## config.mk

```make
export PLATFORM = sky130hd
export DESIGN_NAME = huffman_tree_builder_flat
export DESIGN_NICKNAME = d
export VERILOG_FILES = /design/src/rtl/huffman_tree_builder_if.sv /design/src/rtl/huffman_tree_builder.sv /design/src/flat_wrapper.sv
export SDC_FILE = /design/constraint.sdc
export NUM_CORES = 1
export LEC_CHECK = 0
export CELL_PAD_IN_SITES_DETAIL_PLACEMENT = 0
export CELL_PAD_IN_SITES_GLOBAL_PLACEMENT = 1
export CORE_MARGIN = 5
export CORE_UTILIZATION = 49
export CTS_BUF_LIST = sky130_fd_sc_hd__clkbuf_2
export CTS_CLUSTER_DIAMETER = 80
export CTS_CLUSTER_SIZE = 8
export DETAILED_ROUTE_END_ITERATION = 6
export PLACE_DENSITY = 0.91
export SLEW_MARGIN = 25
export SYNTH_ARGS = -nofsm -noshare
export SYNTH_HDL_FRONTEND = slang
export SYNTH_SLANG_ARGS = --single-unit
```

## constraint.sdc

```tcl
create_clock -name CLK -period 7.7 [get_ports CLK]
set_clock_uncertainty 0.2 [all_clocks]
set_input_delay 1.54 -clock CLK [delete_from_list [all_inputs] [get_ports CLK]]
set_output_delay 1.54 -clock CLK [all_outputs]
set_load 0.05 [all_outputs]
```

## src/rtl/huffman_tree_builder_if.sv

```systemverilog
`default_nettype none
// +---------------------------------------------------------------------------+
// | Module      : huffman_tree_builder_if                                     |
// | Description : Request/weight and node-record bundle for the 4-leaf        |
// |               Huffman tree builder.                                       |
// | Revision    : 1.0 - initial release                                       |
// +---------------------------------------------------------------------------+
interface huffman_tree_builder_if #(
   parameter int WEIGHT_W = 8
);
   logic                start;
   logic [WEIGHT_W-1:0] weight_1;
   logic [WEIGHT_W-1:0] weight_2;
   logic [WEIGHT_W-1:0] weight_3;
   logic [WEIGHT_W-1:0] weight_4;
   logic [12:0]         info_node_1;
   logic [12:0]         info_node_2;
   logic [12:0]         info_node_3;
   logic [12:0]         info_node_4;
   logic [12:0]         info_node_5;
   logic [12:0]         info_node_6;
   logic [12:0]         info_node_7;
   logic [WEIGHT_W+1:0] root_weight;
   logic                busy;
   logic                done;
   logic                tree_valid;

   // Requester side: issues start and weights, observes the tree.
   modport master (
      output start, weight_1, weight_2, weight_3, weight_4,
      input  info_node_1, info_node_2, info_node_3, info_node_4,
             info_node_5, info_node_6, info_node_7,
             root_weight, busy, done, tree_valid
   );

   // Builder side.
   modport slave (
      input  start, weight_1, weight_2, weight_3, weight_4,
      output info_node_1, info_node_2, info_node_3, info_node_4,
             info_node_5, info_node_6, info_node_7,
             root_weight, busy, done, tree_valid
   );
endinterface
`default_nettype wire

```

## src/rtl/huffman_tree_builder.sv

```systemverilog
`default_nettype none
// +---------------------------------------------------------------------------+
// | Module      : huffman_tree_builder                                        |
// | Description : Builds a 4-leaf Huffman tree (7 nodes, root = node 7) by    |
// |               repeated min-pair scans and merges, then derives depths and |
// |               emits 13-bit node records {depth,branch,parent,id}.         |
// | Revision    : 1.0 - initial release                                       |
// +---------------------------------------------------------------------------+
module huffman_tree_builder #(
   parameter int WEIGHT_W = 8
) (
   input  logic                  CLK,
   input  logic                  nRST,
   huffman_tree_builder_if.slave bus
);
   localparam int SUM_W = WEIGHT_W + 2;

   typedef enum logic [2:0] {
      S_IDLE  = 3'd0,
      S_SCAN  = 3'd1,
      S_MERGE = 3'd2,
      S_DEPTH = 3'd3,
      S_FIN   = 3'd4
   } state_t;

   state_t           r_state;
   state_t           w_state_nxt;

   // Per-node working storage, indexed by node id 1..7.
   logic [SUM_W-1:0] r_w      [1:7];
   logic [2:0]       r_parent [1:7];
   logic [1:0]       r_depth  [1:7];
   logic [7:1]       r_branch;
   logic [7:1]       r_active;

   logic [2:0]       r_idx;
   logic [2:0]       r_next_id;
   logic [2:0]       r_m1_idx;
   logic [2:0]       r_m2_idx;
   logic [SUM_W-1:0] r_m1_w;
   logic [SUM_W-1:0] r_m2_w;
   logic             r_m1_vld;
   logic             r_m2_vld;

   logic [12:0]      r_info [1:7];
   logic [SUM_W-1:0] r_root;
   logic             r_busy;
   logic             r_done;
   logic             r_tree_valid;

   logic [SUM_W-1:0] w_cur_w;

   assign w_cur_w = r_w[r_idx];

   // State register.
   always_ff @(posedge CLK or negedge nRST) begin
      if (!nRST) r_state <= S_IDLE;
      else       r_state <= w_state_nxt;
   end

   // Next-state selection: 7 scan cycles + 1 merge per internal node, 7 depth cycles, 1 finish.
   always_comb begin
      w_state_nxt = r_state;
      case (r_state)
         S_IDLE:  if (bus.start) w_state_nxt = S_SCAN;
         S_SCAN:  if (r_idx == 3'd7) w_state_nxt = S_MERGE;
         S_MERGE: w_state_nxt = (r_next_id == 3'd7) ? S_DEPTH : S_SCAN;
         S_DEPTH: if (r_idx == 3'd1) w_state_nxt = S_FIN;
         S_FIN:   w_state_nxt = S_IDLE;
         default: w_state_nxt = S_IDLE;
      endcase
   end

   // Datapath: weight latch, min-pair search, merge, depth walk and record publication.
   always_ff @(posedge CLK or negedge nRST) begin
      if (!nRST) begin
         for (int i = 1; i <= 7; i++) begin
            r_w[i]      <= '0;
            r_parent[i] <= '0;
            r_depth[i]  <= '0;
            r_info[i]   <= '0;
         end
         r_branch     <= '0;
         r_active     <= '0;
         r_idx        <= '0;
         r_next_id    <= '0;
         r_m1_idx     <= '0;
         r_m2_idx     <= '0;
         r_m1_w       <= '0;
         r_m2_w       <= '0;
         r_m1_vld     <= 1'b0;
         r_m2_vld     <= 1'b0;
         r_root       <= '0;
         r_busy       <= 1'b0;
         r_done       <= 1'b0;
         r_tree_valid <= 1'b0;
      end else begin
         r_done <= 1'b0;
         case (r_state)
            S_IDLE: begin
               if (bus.start) begin
                  r_w[1]       <= {2'b00, bus.weight_1};
                  r_w[2]       <= {2'b00, bus.weight_2};
                  r_w[3]       <= {2'b00, bus.weight_3};
                  r_w[4]       <= {2'b00, bus.weight_4};
                  r_w[5]       <= '0;
                  r_w[6]       <= '0;
                  r_w[7]       <= '0;
                  r_active     <= 7'b0001111;
                  r_next_id    <= 3'd5;
                  r_idx        <= 3'd1;
                  r_m1_vld     <= 1'b0;
                  r_m2_vld     <= 1'b0;
                  r_busy       <= 1'b1;
                  r_tree_valid <= 1'b0;
               end
            end
            S_SCAN: begin
               // Strict less-than while scanning upward keeps the lower index on ties.
               if (r_active[r_idx]) begin
                  if (!r_m1_vld || (w_cur_w < r_m1_w)) begin
                     r_m2_idx <= r_m1_idx;
                     r_m2_w   <= r_m1_w;
                     r_m2_vld <= r_m1_vld;
                     r_m1_idx <= r_idx;
                     r_m1_w   <= w_cur_w;
                     r_m1_vld <= 1'b1;
                  end else if (!r_m2_vld || (w_cur_w < r_m2_w)) begin
                     r_m2_idx <= r_idx;
                     r_m2_w   <= w_cur_w;
                     r_m2_vld <= 1'b1;
                  end
               end
               r_idx <= r_idx + 3'd1;
            end
            S_MERGE: begin
               r_w[r_next_id]      <= r_w[r_m1_idx] + r_w[r_m2_idx];
               r_parent[r_m1_idx]  <= r_next_id;
               r_branch[r_m1_idx]  <= 1'b0;
               r_parent[r_m2_idx]  <= r_next_id;
               r_branch[r_m2_idx]  <= 1'b1;
               r_active[r_m1_idx]  <= 1'b0;
               r_active[r_m2_idx]  <= 1'b0;
               r_active[r_next_id] <= 1'b1;
               r_m1_vld            <= 1'b0;
               r_m2_vld            <= 1'b0;
               if (r_next_id == 3'd7) begin
                  r_idx <= 3'd7;
               end else begin
                  r_idx     <= 3'd1;
                  r_next_id <= r_next_id + 3'd1;
               end
            end
            S_DEPTH: begin
               // Parents always carry a higher id, so a descending walk sees their depth first.
               if (r_idx == 3'd7) begin
                  r_depth[7]  <= 2'd0;
                  r_parent[7] <= 3'd7;
                  r_branch[7] <= 1'b0;
               end else begin
                  r_depth[r_idx] <= r_depth[r_parent[r_idx]] + 2'd1;
               end
               r_idx <= r_idx - 3'd1;
            end
            S_FIN: begin
               for (int i = 1; i <= 7; i++) begin
                  r_info[i] <= {2'b00, r_depth[i], r_branch[i], 1'b0, r_parent[i], 4'(i)};
               end
               r_root       <= r_w[7];
               r_done       <= 1'b1;
               r_busy       <= 1'b0;
               r_tree_valid <= 1'b1;
            end
            default: ;
         endcase
      end
   end

   assign bus.info_node_1 = r_info[1];
   assign bus.info_node_2 = r_info[2];
   assign bus.info_node_3 = r_info[3];
   assign bus.info_node_4 = r_info[4];
   assign bus.info_node_5 = r_info[5];
   assign bus.info_node_6 = r_info[6];
   assign bus.info_node_7 = r_info[7];
   assign bus.root_weight = r_root;
   assign bus.busy        = r_busy;
   assign bus.done        = r_done;
   assign bus.tree_valid  = r_tree_valid;
endmodule
`default_nettype wire

```

## src/flat_wrapper.sv

```systemverilog
// flat-port wrapper written by rule: the top's interface ports become plain ports
module huffman_tree_builder_flat 
#(
   parameter int WEIGHT_W = 8
)
  (CLK, nRST, bus_start, bus_weight_1, bus_weight_2, bus_weight_3, bus_weight_4, bus_info_node_1, bus_info_node_2, bus_info_node_3, bus_info_node_4, bus_info_node_5, bus_info_node_6, bus_info_node_7, bus_root_weight, bus_busy, bus_done, bus_tree_valid);
  huffman_tree_builder_if #(.WEIGHT_W(WEIGHT_W)) bus_i ();
  input  logic CLK;
  input  logic nRST;
  input wire logic [$bits(bus_i.start)-1:0] bus_start;
  input wire logic [$bits(bus_i.weight_1)-1:0] bus_weight_1;
  input wire logic [$bits(bus_i.weight_2)-1:0] bus_weight_2;
  input wire logic [$bits(bus_i.weight_3)-1:0] bus_weight_3;
  input wire logic [$bits(bus_i.weight_4)-1:0] bus_weight_4;
  output wire logic [$bits(bus_i.info_node_1)-1:0] bus_info_node_1;
  output wire logic [$bits(bus_i.info_node_2)-1:0] bus_info_node_2;
  output wire logic [$bits(bus_i.info_node_3)-1:0] bus_info_node_3;
  output wire logic [$bits(bus_i.info_node_4)-1:0] bus_info_node_4;
  output wire logic [$bits(bus_i.info_node_5)-1:0] bus_info_node_5;
  output wire logic [$bits(bus_i.info_node_6)-1:0] bus_info_node_6;
  output wire logic [$bits(bus_i.info_node_7)-1:0] bus_info_node_7;
  output wire logic [$bits(bus_i.root_weight)-1:0] bus_root_weight;
  output wire logic [$bits(bus_i.busy)-1:0] bus_busy;
  output wire logic [$bits(bus_i.done)-1:0] bus_done;
  output wire logic [$bits(bus_i.tree_valid)-1:0] bus_tree_valid;
  assign bus_i.start = bus_start;
  assign bus_i.weight_1 = bus_weight_1;
  assign bus_i.weight_2 = bus_weight_2;
  assign bus_i.weight_3 = bus_weight_3;
  assign bus_i.weight_4 = bus_weight_4;
  assign bus_info_node_1 = bus_i.info_node_1;
  assign bus_info_node_2 = bus_i.info_node_2;
  assign bus_info_node_3 = bus_i.info_node_3;
  assign bus_info_node_4 = bus_i.info_node_4;
  assign bus_info_node_5 = bus_i.info_node_5;
  assign bus_info_node_6 = bus_i.info_node_6;
  assign bus_info_node_7 = bus_i.info_node_7;
  assign bus_root_weight = bus_i.root_weight;
  assign bus_busy = bus_i.busy;
  assign bus_done = bus_i.done;
  assign bus_tree_valid = bus_i.tree_valid;
  huffman_tree_builder #(.WEIGHT_W(WEIGHT_W)) u_core (.CLK(CLK), .nRST(nRST), .bus(bus_i));
endmodule
```

; ---- Word-level counts from Yosys, hierarchy flattened
; Index checks and enable logic that the tools add are counted.
[op_classes]
bitwise_logic = 13
order_cmp = 18
mux = 70
eq_ne = 15
addsub = 5
reduce_logical = 29
[op_table]
columns = operator, n
row1 = one-hot mux 70 bit (2 select lines), 1
row2 = binary-select mux 10 bit (select 3 bit), 3
row3 = two-way mux 10 bit, 9
row4 = bitwise mux 70 bit, 1
row5 = two-way mux 70 bit, 1
row6 = bitwise mux 21 bit, 2
row7 = two-way mux 3 bit, 13
row8 = demux 10 bit (select 3 bit), 1
row9 = one-hot mux 3 bit (4 select lines), 2
row10 = bitwise AND 7 bit, 3
row11 = ">= comparator 4 bit, second input constant", 5
row12 = < comparator 10 bit, 2
row13 = inverter 3 -> 4 bit, 5
row14 = demux 3 bit (select 3 bit), 2
row15 = "< comparator 3 x 4 -> 1 bit, second input constant", 4
row16 = "< comparator 4 x 1 -> 1 bit, second input constant", 4
row17 = bitwise mux 14 bit, 1
row18 = inverter 7 bit, 2
row19 = bitwise OR 7 bit, 2
row20 = one-hot mux 7 bit (2 select lines), 1
row21 = two-way mux 1 bit, 13
row22 = one-hot mux 3 bit (2 select lines), 2
row23 = AND reduction 3 bit, 4
row24 = adder 10 bit, 1
row25 = 29 further kinds, 66
[totals]
inputBits = 35
ff_bits = 223
out_inout_bits = 104

; ---- Logic depth before layout (Yosys ltp)
; Gate-level depths: netlist (run 1).
[depth]
depth_word = 11
ltp_mapped = 18

; ---- Worst setup path before layout (run 1)
; OpenSTA, ideal clock, no wires.
[synth_path]
kind = register to register
startpoint = register u_core.r_idx[0]
endpoint = register u_core.r_m1_w[2]
period_less_slack_ns = 3.771
t_arrival_ns = 3.444
slack_ns = 3.929
stages_incl_launch_ff = 16
path_cell_list = dfrtp_1 -> buf_4 -> buf_4 -> buf_2 -> mux2i_1 -> nor2_1 -> a311oi_1 -> o22ai_1 -> ha_1 -> or3b_2 -> a221oi_2 -> nor3_1 -> o311a_4 -> nor2_4 -> buf_6 -> mux2_1
[synth_via]
elab_chain_cells = 7
[synth_lines]
columns = element, line_no
row1 = from (decl), huffman_tree_builder.sv:36  ; logic [2:0] r_idx;
row2 = from (signal assigned), huffman_tree_builder.sv:134  ; r_idx <= r_idx + 3'd1;
row3 = from (signal assigned), huffman_tree_builder.sv:163  ; r_idx <= r_idx - 3'd1;
row4 = inverter 3 -> 4 bit (not written as such), huffman_tree_builder.sv:53  ; assign w_cur_w = r_w[r_idx];
row5 = binary-select mux 10 bit (select 3 bit), huffman_tree_builder.sv:53
row6 = two-way mux 10 bit (not written as such) (2 in series), huffman_tree_builder.sv:53
row7 = named net u_core.w_cur_w[1], huffman_tree_builder.sv:51  ; logic [SUM_W-1:0] w_cur_w;
row8 = < comparator 10 bit, huffman_tree_builder.sv:121  ; if (!r_m1_vld || (w_cur_w < r_m1_w)) begin
row9 = logical OR 1 bit, huffman_tree_builder.sv:121
row10 = AND reduction 3 bit (no line), -
row11 = to (signal assigned), huffman_tree_builder.sv:126  ; r_m1_w <= w_cur_w;
row12 = to (decl), huffman_tree_builder.sv:40  ; logic [SUM_W-1:0] r_m1_w;
; The timed path passes the listed nets, and every way through them passes these cells. The select of a mux whose other input is x is not followed.
; A chain may end at the register's enable or synchronous reset.

; ---- Final worst setup path (run 1)
[layout_path]
startpoint = register u_core.r_m2_idx[2]
endpoint = register u_core.r_w[39] in the netlist's numbering
[layout_via]
elab_chain_cells = 7
[layout_lines]
columns = element, line_no
row1 = from (decl), huffman_tree_builder.sv:39  ; logic [2:0] r_m2_idx;
row2 = from (signal assigned), huffman_tree_builder.sv:122  ; r_m2_idx <= r_m1_idx;
row3 = from (signal assigned), huffman_tree_builder.sv:129  ; r_m2_idx <= r_idx;
row4 = inverter 3 -> 4 bit (not written as such), huffman_tree_builder.sv:137  ; r_w[r_next_id] <= r_w[r_m1_idx] + r_w[r_m2_idx];
row5 = binary-select mux 10 bit (select 3 bit), huffman_tree_builder.sv:137
row6 = two-way mux 10 bit (not written as such) (2 in series), huffman_tree_builder.sv:137
row7 = adder 10 bit, huffman_tree_builder.sv:137
row8 = bitwise mux 70 bit, huffman_tree_builder.sv:137
row9 = one-hot mux 70 bit (2 select lines), huffman_tree_builder.sv:99  ; case (r_state)
row10 = "to (signal, indexed assignment)", huffman_tree_builder.sv:137
row11 = to (decl), huffman_tree_builder.sv:30  ; logic [SUM_W-1:0] r_w [1:7];
; Every way passes these cells. The select of a mux whose other input is x is not followed.

==> results of run 1 <==
[worst max-delay path: cells and delay by family (launching register included)]
family	cells	cell delay (ns)
buf+inv	2	0.71
flops	1	0.98
xor+xnor	1	0.48
compound gates	6	1.58
fa+ha+maj	1	0.30
simple gates	2	0.50
[routing by layer]
layer	vias to the layer above	global-route usage (%)	share of wire, %	routed length, um
met4	0	6.99	2.7	949
met3	66	3.90	8.2	2880
met5	-	0	0	0
met1	4862	35.3	43	15000
li1	4508	-	-	-
met2	438	37.9	47	16400
[cell usage after synthesis (6+ instances only)]
master       n
nor2b_1     21
nor2_1      87
o21ai_1     10
o221ai_1     6
inv_1       34
or3_1       10
a22oi_1     24
xnor2_1     10
o22ai_1     19
nand3_1     65
ha_1        33
buf_2       15
a221oi_1    14
mux2_2      94
mux4_2      12
a21o_1      11
clkbuf_1    53
a211oi_1     6
o21ai_0    101
a21oi_1     72
nand2b_1     7
mux2_1      15
buf_1        8
dfrtp_1    212
nand2_1     92
xor2_1       8
a2bb2oi_2   10
buf_4       51
nor3_1      12
mux2i_1     38
[final cells by class]
class	instances	area, sq um	share of cell area [%]
Sequential cell	212	5310	39.1
Tap cell	330	413	3.04
Timing Repair Buffer	117	1170	8.61
Clock inverter	2	38.8	0.286
Inverter	36	135	0.996
Antenna cell	1	2.50	0.0184
Clock buffer	30	150	1.11
Multi-Input combinational cell	901	6350	46.8
[cells by family (layout without fill, tap and decap cells)]
group,count (synthesis),in the layout,synth area share (%)
AND/OR/NAND/NOR,331,331,12.8
AO/OA/AOI/OAI,321,321,17.3
flip-flops,212,212,42.9
buffers and inverters,166,185,6.92
multiplexers,160,160,15.3
adder cells (fa/ha/maj),34,34,3.50
XOR/XNOR,18,18,1.28
other,1,38,0.0303
[report_power, final]
group | leakage (nW) | switching [mW] | internal [mW] | total (mW)
Clock | 0.143 | 0.381 | 0.139 | 0.520
Combinational | 3.21 | 2.58 | 1.63 | 4.21
Sequential | 2.70 | 0.527 | 1.53 | 2.06
Total | 6.05 | 3.49 | 3.30 | 6.79
[state kept, by name, indices dropped and copies added (netlist names), 3 cells and up]
register,count
u_core.r_w,70
u_core.r_parent,21
u_core.r_depth,14
u_core.bus.root_weight,10
u_core.r_m1_w,10
u_core.r_m2_w,10
u_core.bus.info_node_1,7
u_core.r_active,7
u_core.r_branch,7
u_core.bus.info_node_2,6
u_core.bus.info_node_3,6
u_core.bus.info_node_4,6
u_core.bus.info_node_5,6
u_core.bus.info_node_6,6
u_core.bus.info_node_7,6
u_core.r_idx,3
u_core.r_m1_idx,3
u_core.r_m2_idx,3
u_core.r_next_id,3
u_core.r_state,3
[worst paths after layout]
| path | from | cells past startpoint | endpoint |
|---|---|---|---|
| max reg2reg | u_core.r_m2_idx[2] | 12 | u_core.r_w[39] |
| min reg2reg | u_core.bus.tree_valid | 1 | u_core.bus.tree_valid |
| min in group asynchronous | nRST | 1 | u_core.r_w[68] |
| max in group asynchronous | nRST | 3 | u_core.r_idx[0] |
| max | u_core.r_m2_idx[2] | 12 | u_core.r_w[39] |
| min | u_core.bus.tree_valid | 1 | u_core.bus.tree_valid |
==> metrics, run 1 <==
I/O pin count 139; commonest non-fill, non-tap cell in the layout dfrtp_1; slowest library cell on the worst path dfrtp_1; max_slew headroom 28.1%; Crit. End Element register; FF+latch count, synth 212; Mapped Cells 1,243; Syn Area/Cell 9.95 sq um; Cell Pwr Density 500 nW/um^2; min Tclk post-route 4.91 ns; Post-DP HPWL 24,400 um; Starting Density 49.4%; number of global-route vias before repair 9,531; die height 169 um; first-pass GRT wire length 55,500 um; Worst Hold Class reg -> reg; outcome complete, but fails checks; Finished Layout Cells 1,629; max cap viols 0; critical path required time 8.20 ns; post-synth cell types 76; Post-CTS Resized 0; dpl ws 2.92 ns; Post-Syn Area 12,400 sq um; Post-synth EDFFs 0; Seq/Total Area, Yosys 42.9%; die area 28,500 sq um; total global-route track usage 24.3%; initial antenna violation count 2; part of the cycle the worst path needs 63.8%; Worst Path Max Fanout 20; antenna viol nets, final 0; Nets 1,367; commonest cells after routing, fill and taps aside 212 x dfrtp_1, 101 x o21ai_0, 100 x clkdlybuf4s50_1; setup violators final 0; CP cell instances clkinv_1 -> and3_1 -> a221oi_1 -> inv_1 -> ha_1 -> a21oi_1 -> nor2b_1 -> a311o_1 -> o22ai_1 -> o21ai_1 -> xnor2_1 -> o21ai_0; clk buf depth 3; crit start category register; top_reg_cell synth dfrtp_1; initial DRC count 979; Leakage 6.05 nW; setup ws final 2.79 ns; Worst-Margin Slew 1.08 ns; RSZ-0062 raised after global routing false; gpl congestion 0.938; layout cells sized above 1 14.9%; Synth warnings 0; flop-to-flop setup slack 2.79 ns; worst hold slack 0.297 ns; DRC viols 2; area leader, netlist dfrtp_1; Die W 169 um; I/O Buffers 101; failing checks design-rule violations; Max Slew Vio Count 0; clock-pin slew on the worst setup and hold paths 0.17 ns; Num CTS Buffers 30; drt wl/cell 21.6 um; dpl cells 1,595; TritonRoute pass-1 iters 7; final design utilization 54.2%; Post-CTS Hold Buffers 0; # H-tree levels 1; data arrival time of the critical path 5.41 ns; CTS sink count 212; vias per cell 6.06; post-CTS setup buffer count 0; Area Growth Syn to Fin 9.71%; final non-filler cell area 13,600 sq um; aggregate global routing overflow 0; CTS Root Cell clkbuf_2; Yosys top cell area share 42.9%; total power 6.79 mW; maximum VDD drop 280 uV; Fmax achieved 204 MHz; Crit Path Class reg -> reg; Rows 58; area of placed instances 13,300 sq um; synth top area cells dfrtp_1 43%, mux2_2 8.6%, o21ai_0 4.1%, ha_1 3.3%, buf_4 3.1%; via count 9,874; # fillers 2,267; final setup TNS 0 ns; largest net degree at the start of global routing 132; TritonCTS clock tree done; latest clock arrival within the worst-skew pair 0.90 ns; area of the core 25,000 sq um; post-synthesis async set-or-reset flop share 100%; count of final hold-check violations 0; Crit path largest cell delay 0.98 ns; routed wire length 35,200 um
(Power assumes the default switching activity.)
==> run 2: changes to the inputs <==
--- a/config.mk
+++ b/config.mk
@@ -8,12 +8,12 @@
 export CELL_PAD_IN_SITES_DETAIL_PLACEMENT = 0
 export CELL_PAD_IN_SITES_GLOBAL_PLACEMENT = 1
 export CORE_MARGIN = 5
-export CORE_UTILIZATION = 49
+export CORE_UTILIZATION = 46
 export CTS_BUF_LIST = sky130_fd_sc_hd__clkbuf_2
 export CTS_CLUSTER_DIAMETER = 80
 export CTS_CLUSTER_SIZE = 8
 export DETAILED_ROUTE_END_ITERATION = 6
-export PLACE_DENSITY = 0.91
+export PLACE_DENSITY = 0.86
 export SLEW_MARGIN = 25
 export SYNTH_ARGS = -nofsm -noshare
 export SYNTH_HDL_FRONTEND = slang
==> constraint.sdc (replaced) <==
create_clock -name CLK -period 5.1 [get_ports CLK]
set_clock_uncertainty 0.2 [all_clocks]
set_input_delay 1.02 -clock CLK [delete_from_list [all_inputs] [get_ports CLK]]
set_output_delay 1.02 -clock CLK [all_outputs]
set_load 0.05 [all_outputs]
==> metrics, run 2 (synthesis results as in run 1) <==
outcome complete, no violations; critical path required time 5.62 ns (-2.58 ns); area of the core 26,700 sq um (+6.7%); Post-DP HPWL 26,300 um (+7.7%); antenna viol nets, final 0 (unchanged); drt wl/cell 22.3 um (+3.1%); crit start category register; Fmax achieved 219 MHz (+7.8%); Cell Pwr Density 756 nW/um^2 (+51%); I/O Buffers 101 (unchanged); Die W 174 um (+3.0%); largest net degree at the start of global routing 110 (-17%); maximum VDD drop 311 uV (+11%); # H-tree levels 1 (unchanged); final setup TNS 0 ns (unchanged); clk buf depth 3 (unchanged); Starting Density 46.3% (-3.1 points); TritonRoute pass-1 iters 5 (-2); CTS Root Cell clkbuf_2; die height 174 um (+3.0%); clock-pin slew on the worst setup and hold paths 0.17 ns (about the same); count of final hold-check violations 0 (unchanged); Flop pwr share 31.0% (+0.7 points); max cap viols 0 (unchanged); routed wire length 37,000 um (+5.0%); die area 30,300 sq um (+6.1%); CTS sink count 212 (unchanged); final non-filler cell area 13,600 sq um (+0.61%); Worst-Margin Slew 1.09 ns (+0.0167 ns); min Tclk post-route 4.56 ns (-0.355 ns); DRC viols 0 (-2); gpl congestion 0.944 (+0.69%); initial antenna violation count 1 (-1); total power 10.3 mW (+52%); worst hold slack 0.301 ns (+0.00443 ns); combinational power share 61.8% (-0.3 points); initial DRC count 885 (-9.6%); Worst Path Max Fanout 17 (-15%); setup violators final 0 (unchanged); part of the cycle the worst path needs 89.4% (+26 points); Leakage 6.12 nW (+1.0%); number of global-route vias before repair 9,654 (+1.3%); Regs by FF count u_core.r_w: 70 flops, u_core.r_parent: 21 flops, u_core.r_depth: 14 flops; post-CTS setup buffer count 0 (unchanged); vias per cell 5.99 (-1.2%); max_slew headroom 26.9% (-1.3 points); Crit Path Class reg -> reg; via count 9,937 (+0.64%); layout cells sized above 1 15.9% (+1.1 points); Max Slew Vio Count 0 (unchanged); area of placed instances 13,500 sq um (+0.99%); Area Growth Syn to Fin 10.4%; Switching Share 51.6% (+0.18 points); Pint 5.00 mW (+52%); Crit. End Element register; RSZ-0062 raised after global routing false; latest clock arrival within the worst-skew pair 0.88 ns (-0.02 ns); commonest cells after routing, fill and taps aside 212 x dfrtp_1, 101 x o21ai_0, 100 x clkdlybuf4s50_1; Nets 1,385 (+1.3%); Num CTS Buffers 30 (unchanged); I/O pin count 139 (unchanged); aggregate global routing overflow 0 (unchanged); first-pass GRT wire length 57,200 um (+3.0%); Largest register FFs 70 (unchanged); data arrival time of the critical path 5.08 ns (-0.33 ns); flop-to-flop setup slack 0.54 ns (-2.24 ns); Clock Power Share 7.1% (-0.6 points); commonest non-fill, non-tap cell in the layout dfrtp_1; total global-route track usage 23.7% (-0.66 points); Rows 60 (+3.4%); Biggest register u_core.r_w; Worst Hold Class reg -> reg; TritonCTS clock tree done; switching power 5.32 mW (+53%)
-- run 2: cell types whose count changed in the layout (fill, tap and decap cells not counted), sizes merged --
cell,change
buf,+17
bufinv,-1
clkbuf,+2
dlygate4sd3,+1
-- run 2: final cells by class --
cell class              instances  area (sq um)
multi-input cells             901          6340
fillers                      2489         13100
clock inverters                 1          5.00
diodes                          1          2.50
repair buffers                135          1270
inverters                      36           135
clock buffers                  32           160
well taps                     341           427
flip-flops and latches        212          5310
-- run 2: power by group through the flow --
stage | clock network (mW) | registers, mW | logic [mW]
5_1_grt | 0.832 | 3.27 | 6.94
2_1_floorplan | 0 | 3.04 | 4.66
6_report | 0.738 | 3.20 | 6.38
4_1_cts | 0.768 | 3.16 | 6.33
3_5_place_dp | 0 | 3.20 | 6.30
3_3_place_gp | 0 | 3.19 | 6.18
-- run 2: worst paths after layout --
path                                    start                 end  cells after the start
setup / recovery              u_core.r_idx[2]  u_core.r_m1_idx[0]                     10
hold reg to reg            u_core.r_active[4]  u_core.r_active[4]                      1
setup reg to reg              u_core.r_idx[2]  u_core.r_m1_idx[0]                     10
hold / removal             u_core.r_active[4]  u_core.r_active[4]                      1
max in group asynchronous                nRST     u_core.r_idx[1]                      3
min in group asynchronous                nRST      u_core.r_w[66]                      2
-- run 2: metal layers --
layer	GRT usage [%]	wire, um
met5	0	0
met4	5.15	707
met3	4.83	2990
met2	37.4	17100
met1	34.0	16200
-- run 2: repair_timing --
item,in CTS,in global routing
resized for setup,0,0
endpoints found under the hold margin,3,0
hold buffers,1,0
-- run 2: through the flow --
| stage | std cells | worst slack, ns | util, % |
|---|---|---|---|
| floorplan | 1279 | 1.33 | - |
| global placement | 1624 | 0.719 | 50.4 |
| detailed placement | 1624 | 0.670 | 50.4 |
| CTS | 1658 | 0.609 | 51.1 |
| global route | 1659 | 0.334 | 51.1 |
| finish | 1659 | 0.542 | 51.1 |
-- run 2: critical path: stages, from the launching register on --
cell     delay, ns
dfrtp_1       0.63
nor2b_1       0.94
a21oi_1       0.16
o21ai_0       0.63
ha_1          0.38
and4_1        0.16
o21ai_0       0.07
nor3_1        0.09
o311a_4       0.43
nor2_4        0.37
mux2_1        0.37
